`src/rtl/ysyx_22041071_divider_pkg.sv`:
```
// ysyx_22041071_divider_pkg: shared width constants and FSM encoding for the radix-2 divider
package ysyx_22041071_divider_pkg;
   localparam int DIV_XLEN = 64;
   localparam int WORD_W = 32;
   typedef enum logic [1:0] {IDLE, BUSY, DONE} div_state_e;
endpackage

```
`src/rtl/ysyx_22041071_div_step.sv`:
```
// ysyx_22041071_div_step: one restoring shift/subtract/select iteration over the partial remainder
module ysyx_22041071_div_step import ysyx_22041071_divider_pkg::*; #(
   parameter int XLEN = DIV_XLEN
) (
   input  logic [2*XLEN:0]  pr,
   input  logic [XLEN-1:0]  b,
   output logic [2*XLEN:0]  pr_next
);
   logic [2*XLEN:0] sh;
   logic [XLEN:0]   diff;
   always_comb begin
      sh = pr << 1;
      diff = sh[2*XLEN:XLEN] - {1'b0, b};
      pr_next = diff[XLEN] ? sh : {diff, sh[XLEN-1:1], 1'b1};
   end
endmodule

```
`src/rtl/ysyx_22041071_divider.sv`:
```
// ysyx_22041071_divider: iterative radix-2 DIV/DIVU/REM/REMU (+W) unit, one quotient bit per cycle
module ysyx_22041071_divider import ysyx_22041071_divider_pkg::*; #(
   parameter int XLEN = DIV_XLEN
) (
   input  logic             clk,
   input  logic             rst,
   input  logic             div_valid,
   output logic             div_ready,
   input  logic             div_signed,
   input  logic             divw,
   input  logic [XLEN-1:0]  dividend,
   input  logic [XLEN-1:0]  divisor,
   input  logic             flush,
   output logic             out_valid,
   output logic [XLEN-1:0]  quotient,
   output logic [XLEN-1:0]  remainder
);
   localparam int PW = 2*XLEN+1;
   localparam int CW = $clog2(XLEN+1);
   div_state_e state_q, state_d;
   logic [CW-1:0] cnt_q, cnt_d;
   logic [PW-1:0] pr_q, pr_d, pr_step;
   logic [XLEN-1:0] b_q, b_d, quotient_q, quotient_d, remainder_q, remainder_d;
   logic q_neg_q, q_neg_d, r_neg_q, r_neg_d, word_q, word_d, out_valid_q, out_valid_d;
   logic [XLEN-1:0] a_ext, b_ext, a_abs, b_abs, min_neg, q_raw, r_raw;
   logic a_neg, b_neg, div_zero, special;

   function automatic logic [XLEN-1:0] wfix(input logic [XLEN-1:0] x, input logic w);
      return w ? {{(XLEN-WORD_W){x[WORD_W-1]}}, x[WORD_W-1:0]} : x;
   endfunction

   ysyx_22041071_div_step #(.XLEN(XLEN)) u_step (.pr(pr_q), .b(b_q), .pr_next(pr_step));

   assign a_ext = divw ? (div_signed ? wfix(dividend, 1'b1) : {{(XLEN-WORD_W){1'b0}}, dividend[WORD_W-1:0]}) : dividend;
   assign b_ext = divw ? (div_signed ? wfix(divisor, 1'b1) : {{(XLEN-WORD_W){1'b0}}, divisor[WORD_W-1:0]}) : divisor;
   assign a_neg = div_signed && a_ext[XLEN-1];
   assign b_neg = div_signed && b_ext[XLEN-1];
   assign a_abs = a_neg ? -a_ext : a_ext;
   assign b_abs = b_neg ? -b_ext : b_ext;
   assign min_neg = divw ? {{(XLEN-WORD_W+1){1'b1}}, {(WORD_W-1){1'b0}}} : {1'b1, {(XLEN-1){1'b0}}};
   assign div_zero = b_ext == '0;
   assign special = div_zero || (div_signed && a_ext == min_neg && b_ext == {XLEN{1'b1}});
   assign q_raw = pr_step[XLEN-1:0];
   assign r_raw = pr_step[2*XLEN-1:XLEN];

   always_comb begin
      state_d = state_q;
      cnt_d = cnt_q;
      pr_d = pr_q;
      b_d = b_q;
      q_neg_d = q_neg_q;
      r_neg_d = r_neg_q;
      word_d = word_q;
      quotient_d = quotient_q;
      remainder_d = remainder_q;
      out_valid_d = 1'b0;
      if (flush) begin
         state_d = IDLE;
      end else if (state_q == IDLE && div_valid) begin
         word_d = divw;
         q_neg_d = a_neg ^ b_neg;
         r_neg_d = a_neg;
         b_d = b_abs;
         cnt_d = divw ? CW'(WORD_W) : CW'(XLEN);
         // word ops pre-align the dividend so 32 shifts leave quotient/remainder in place
         pr_d = {{(XLEN+1){1'b0}}, divw ? a_abs << WORD_W : a_abs};
         state_d = special ? DONE : BUSY;
         out_valid_d = special;
         if (special) begin
            quotient_d = wfix(div_zero ? {XLEN{1'b1}} : a_ext, divw);
            remainder_d = wfix(div_zero ? a_ext : '0, divw);
         end
      end else if (state_q == BUSY) begin
         pr_d = pr_step;
         cnt_d = cnt_q - CW'(1);
         if (cnt_q == CW'(1)) begin
            state_d = DONE;
            out_valid_d = 1'b1;
            quotient_d = wfix(q_neg_q ? -q_raw : q_raw, word_q);
            remainder_d = wfix(r_neg_q ? -r_raw : r_raw, word_q);
         end
      end else if (state_q == DONE) begin
         state_d = IDLE;
      end
   end

   always_ff @(posedge clk) begin
      if (rst) begin
         state_q <= IDLE;
         cnt_q <= '0;
         pr_q <= '0;
         b_q <= '0;
         q_neg_q <= 1'b0;
         r_neg_q <= 1'b0;
         word_q <= 1'b0;
         quotient_q <= '0;
         remainder_q <= '0;
         out_valid_q <= 1'b0;
      end else begin
         state_q <= state_d;
         cnt_q <= cnt_d;
         pr_q <= pr_d;
         b_q <= b_d;
         q_neg_q <= q_neg_d;
         r_neg_q <= r_neg_d;
         word_q <= word_d;
         quotient_q <= quotient_d;
         remainder_q <= remainder_d;
         out_valid_q <= out_valid_d;
      end
   end

   assign div_ready = state_q == IDLE;
   assign out_valid = out_valid_q && !flush;
   assign quotient = quotient_q;
   assign remainder = remainder_q;
endmodule

```
`config.mk`:
```
export PLATFORM = sky130hd
export DESIGN_NAME = ysyx_22041071_divider
export DESIGN_NICKNAME = d
export VERILOG_FILES = /design/src/rtl/ysyx_22041071_divider_pkg.sv /design/src/rtl/ysyx_22041071_div_step.sv /design/src/rtl/ysyx_22041071_divider.sv
export SDC_FILE = /design/constraint.sdc
export NUM_CORES = 1
export LEC_CHECK = 0
export CORE_UTILIZATION = 49
export CTS_CLUSTER_DIAMETER = 150
export DETAILED_ROUTE_END_ITERATION = 6
export PLACE_DENSITY = 0.71
export SLEW_MARGIN = 20
export SYNTH_ARGS = -nofsm -noshare
export SYNTH_HDL_FRONTEND = slang
export SYNTH_HIERARCHICAL = 1
export SYNTH_SLANG_ARGS = --single-unit
```
`constraint.sdc`:
```
create_clock -name clk -period 9 [get_ports clk]
set_input_delay 1.8 -clock clk [delete_from_list [all_inputs] [get_ports clk]]
set_output_delay 1.8 -clock clk [all_outputs]
set_load 0.01 [all_outputs]
```
==> impl_metrics.toml <==
[outcome]
outcome = "finished, violations left"
violations = "DRC"

[timing]
setup_tns_ns = 0
worst_pin_slew_ns = 1.191
slew_violations = 0
clock.fmax_mhz = 129.2
relSlewSlack = 0.2052
layout_setup_ws_ns = 1.258
rsz0062_at_grt = "no"
layout_min_cycle_time_ns = 7.742
finalSetupViolCount = 0
timing.final.crit_share = 0.8602
hold_violations = 0
skew_ns = 0.03181

[pwr]
pwr_density_cell_nw_per_um2 = 432.6
power.share.clock = 0.143
p_switching_uw = 6453
vdd_drop_max_uv = 434.9
leakage_uw = 0.01037
swShare = 0.5130
p_comb_frac = 0.713
finalPower_uw = 12580
p_seq_frac = 0.144
intPower_uw = 6127

[global_route]
grt_pass1_wl_mm = 152.2
busiest_layer = "met2"
grt_pass1_vias = 25644
gr-total-overflow = 0
grt_max_degree = 140
use_met2 = 0.5780
antenna_found_initial = 8
track_usage = 0.3693
use_met1 = 0.4829
use_met3 = 0.1004

[detailed_routing]
drt_drc_violations_left = 1
wl_per_cell_um = 24.27
firstDrtPassIters = 7
wl_mm = 100.3
drt_iter0_markers = 3121
avgViaCountPerCell = 6.573
num_vias = 27165
detail-route-antenna-nets = 0

[die]
die_h_um = 228.9
rows = 82
fp.dieArea_um2 = 52400
start_util = 0.4998
pin_count = 264
die_x_um = 228.9
core_area_um2 = 50480

[critical_path]
criticalPathCategory = "register to register"
path_max_fanout = 38
start_kind = "register"
cp-end-kind = "register"
crit_arrival_ns = 8.16
crit_required_ns = 9.42

[synthesis]
avgSynthCellArea_um2 = 7.412
yosys_warnings = 6
syn-num-nets = 3611
syn-cell-area_um2 = 25230
syn_inst = 3404

[clocking]
clk-insertion-delay-late_ns = 0.58
htreeDepth = 2
cts_root_buffer = "clkbuf_16"
path_clk_slew_ns = 0.06
cts_made_buffers = 40
cts_tree = "built"
cts_resized = 0
clock_sinks = 333
cts.path.max_buffers = 3
hold_buffers = 0
cts_setup_buffers = 0

[layout]
layout.nets = 3636
syn_to_final_growth_pct = 15.26
post-route-util = 0.5761
fin_cells = 4133
drive_above_1_share = 0.06738

[job]
cap_viol_max_count = 0

[placed_design]
place_inst = 4058
dp_hpwl_mm = 74.97
place_congestion = 1.009
post-place-ws_ns = 1.530
place.port_buffers = 263

[hold_path]
hp-class = "register to register"
registers in the layout, indices dropped and copies added, names as in the netlist:
register,cells
r_neg_q,1
word_q,1
out_valid_q,1
b_q,64
q_neg_q,1
state_q,2
pr_q,128
cnt_q,7
remainder,64
quotient,64
worst max-delay path, cell delays in order, from the launching register on:
cell	delay, ns
dfxtp_1	0.36
inv_1	0.06
ha_1	0.21
fa_1	0.40
nand2b_1	0.18
a21oi_1	0.28
o21a_4	0.23
a21oi_1	0.12
o22ai_1	0.32
a31oi_1	0.31
a31o_2	0.38
o311a_1	0.38
a21o_1	0.19
a21oi_1	0.16
ha_2	0.19
buf_4	0.43
mux2_2	0.43
nor3_1	0.38
nand4_1	0.45
or4_1	0.87
o41ai_1	0.64
nand2_1	0.13
xor2_1	0.17
a21oi_1	0.17
a211oi_1	0.08
cell type report:
class	count	area, µm²
Fill cell	4782	21400
Multi-Input combinational cell	2644	16760
Sequential cell	333	6669
Timing Repair Buffer	305	2962
Clock buffer	55	1200
Tap cell	672	840.8
Inverter	105	394.1
Clock inverter	16	247.7
Antenna cell	3	7.507
cells in the final DEF, fill, tap and decap left out, types with 65 or more instances in the layout:
| master | instances |
|---|---|
| xnor2_1 | 152 |
| xor2_1 | 125 |
| a21oi_1 | 286 |
| nor2_1 | 399 |
| o31ai_1 | 65 |
| inv_1 | 103 |
| ha_1 | 71 |
| dfxtp_1 | 331 |
| nand2_1 | 285 |
| o21ai_0 | 209 |
| a211oi_1 | 81 |
| a22oi_1 | 77 |
| nor3_1 | 134 |
| clkdlybuf4s50_1 | 261 |
worst paths after layout:
kind                                 to  slack (ns)  cells past startpoint                 startpoint
max          remainder[60]$_SDFFE_PP0P_        1.26                     24      pr_q[63]$_SDFFE_PP0P_
min           quotient[30]$_SDFFE_PP0P_        0.45                      2  quotient[30]$_SDFFE_PP0P_
max reg2reg  remainder[60]$_SDFFE_PP0P_        1.26                     24      pr_q[63]$_SDFFE_PP0P_
min reg2reg   quotient[30]$_SDFFE_PP0P_        0.45                      2  quotient[30]$_SDFFE_PP0P_
routing by layer:
layer / share of wire / up-vias / routed length, µm
met5: 0.00069 / - / 69
met4: 0.040 / 10 / 4005
met3: 0.11 / 271 / 11300
met2: 0.44 / 1476 / 44030
met1: 0.41 / 12950 / 40910
li1: - / 12458 / -
metrics by stage:
stage | hold slack (ns) | instance area [µm²]
2_1_floorplan | 0.4228 | 25230
3_3_place_gp | 0.4410 | 27600
3_5_place_dp | 0.4455 | 27610
4_1_cts | 0.4546 | 29050
5_1_grt | 0.4750 | 29070
6_report | 0.4510 | 29080
power groups by stage:
stage               sequential (µW)  combinational [µW]  clock, µW
floorplan                      1770                6440          0
global placement               1840                8550          0
detailed placement             1840                8680          0
CTS                            1810                8740       1820
global route                   1830                9650       1880
finish                         1820                8970       1790
Note: power is estimated with default switching activity, not from simulation.
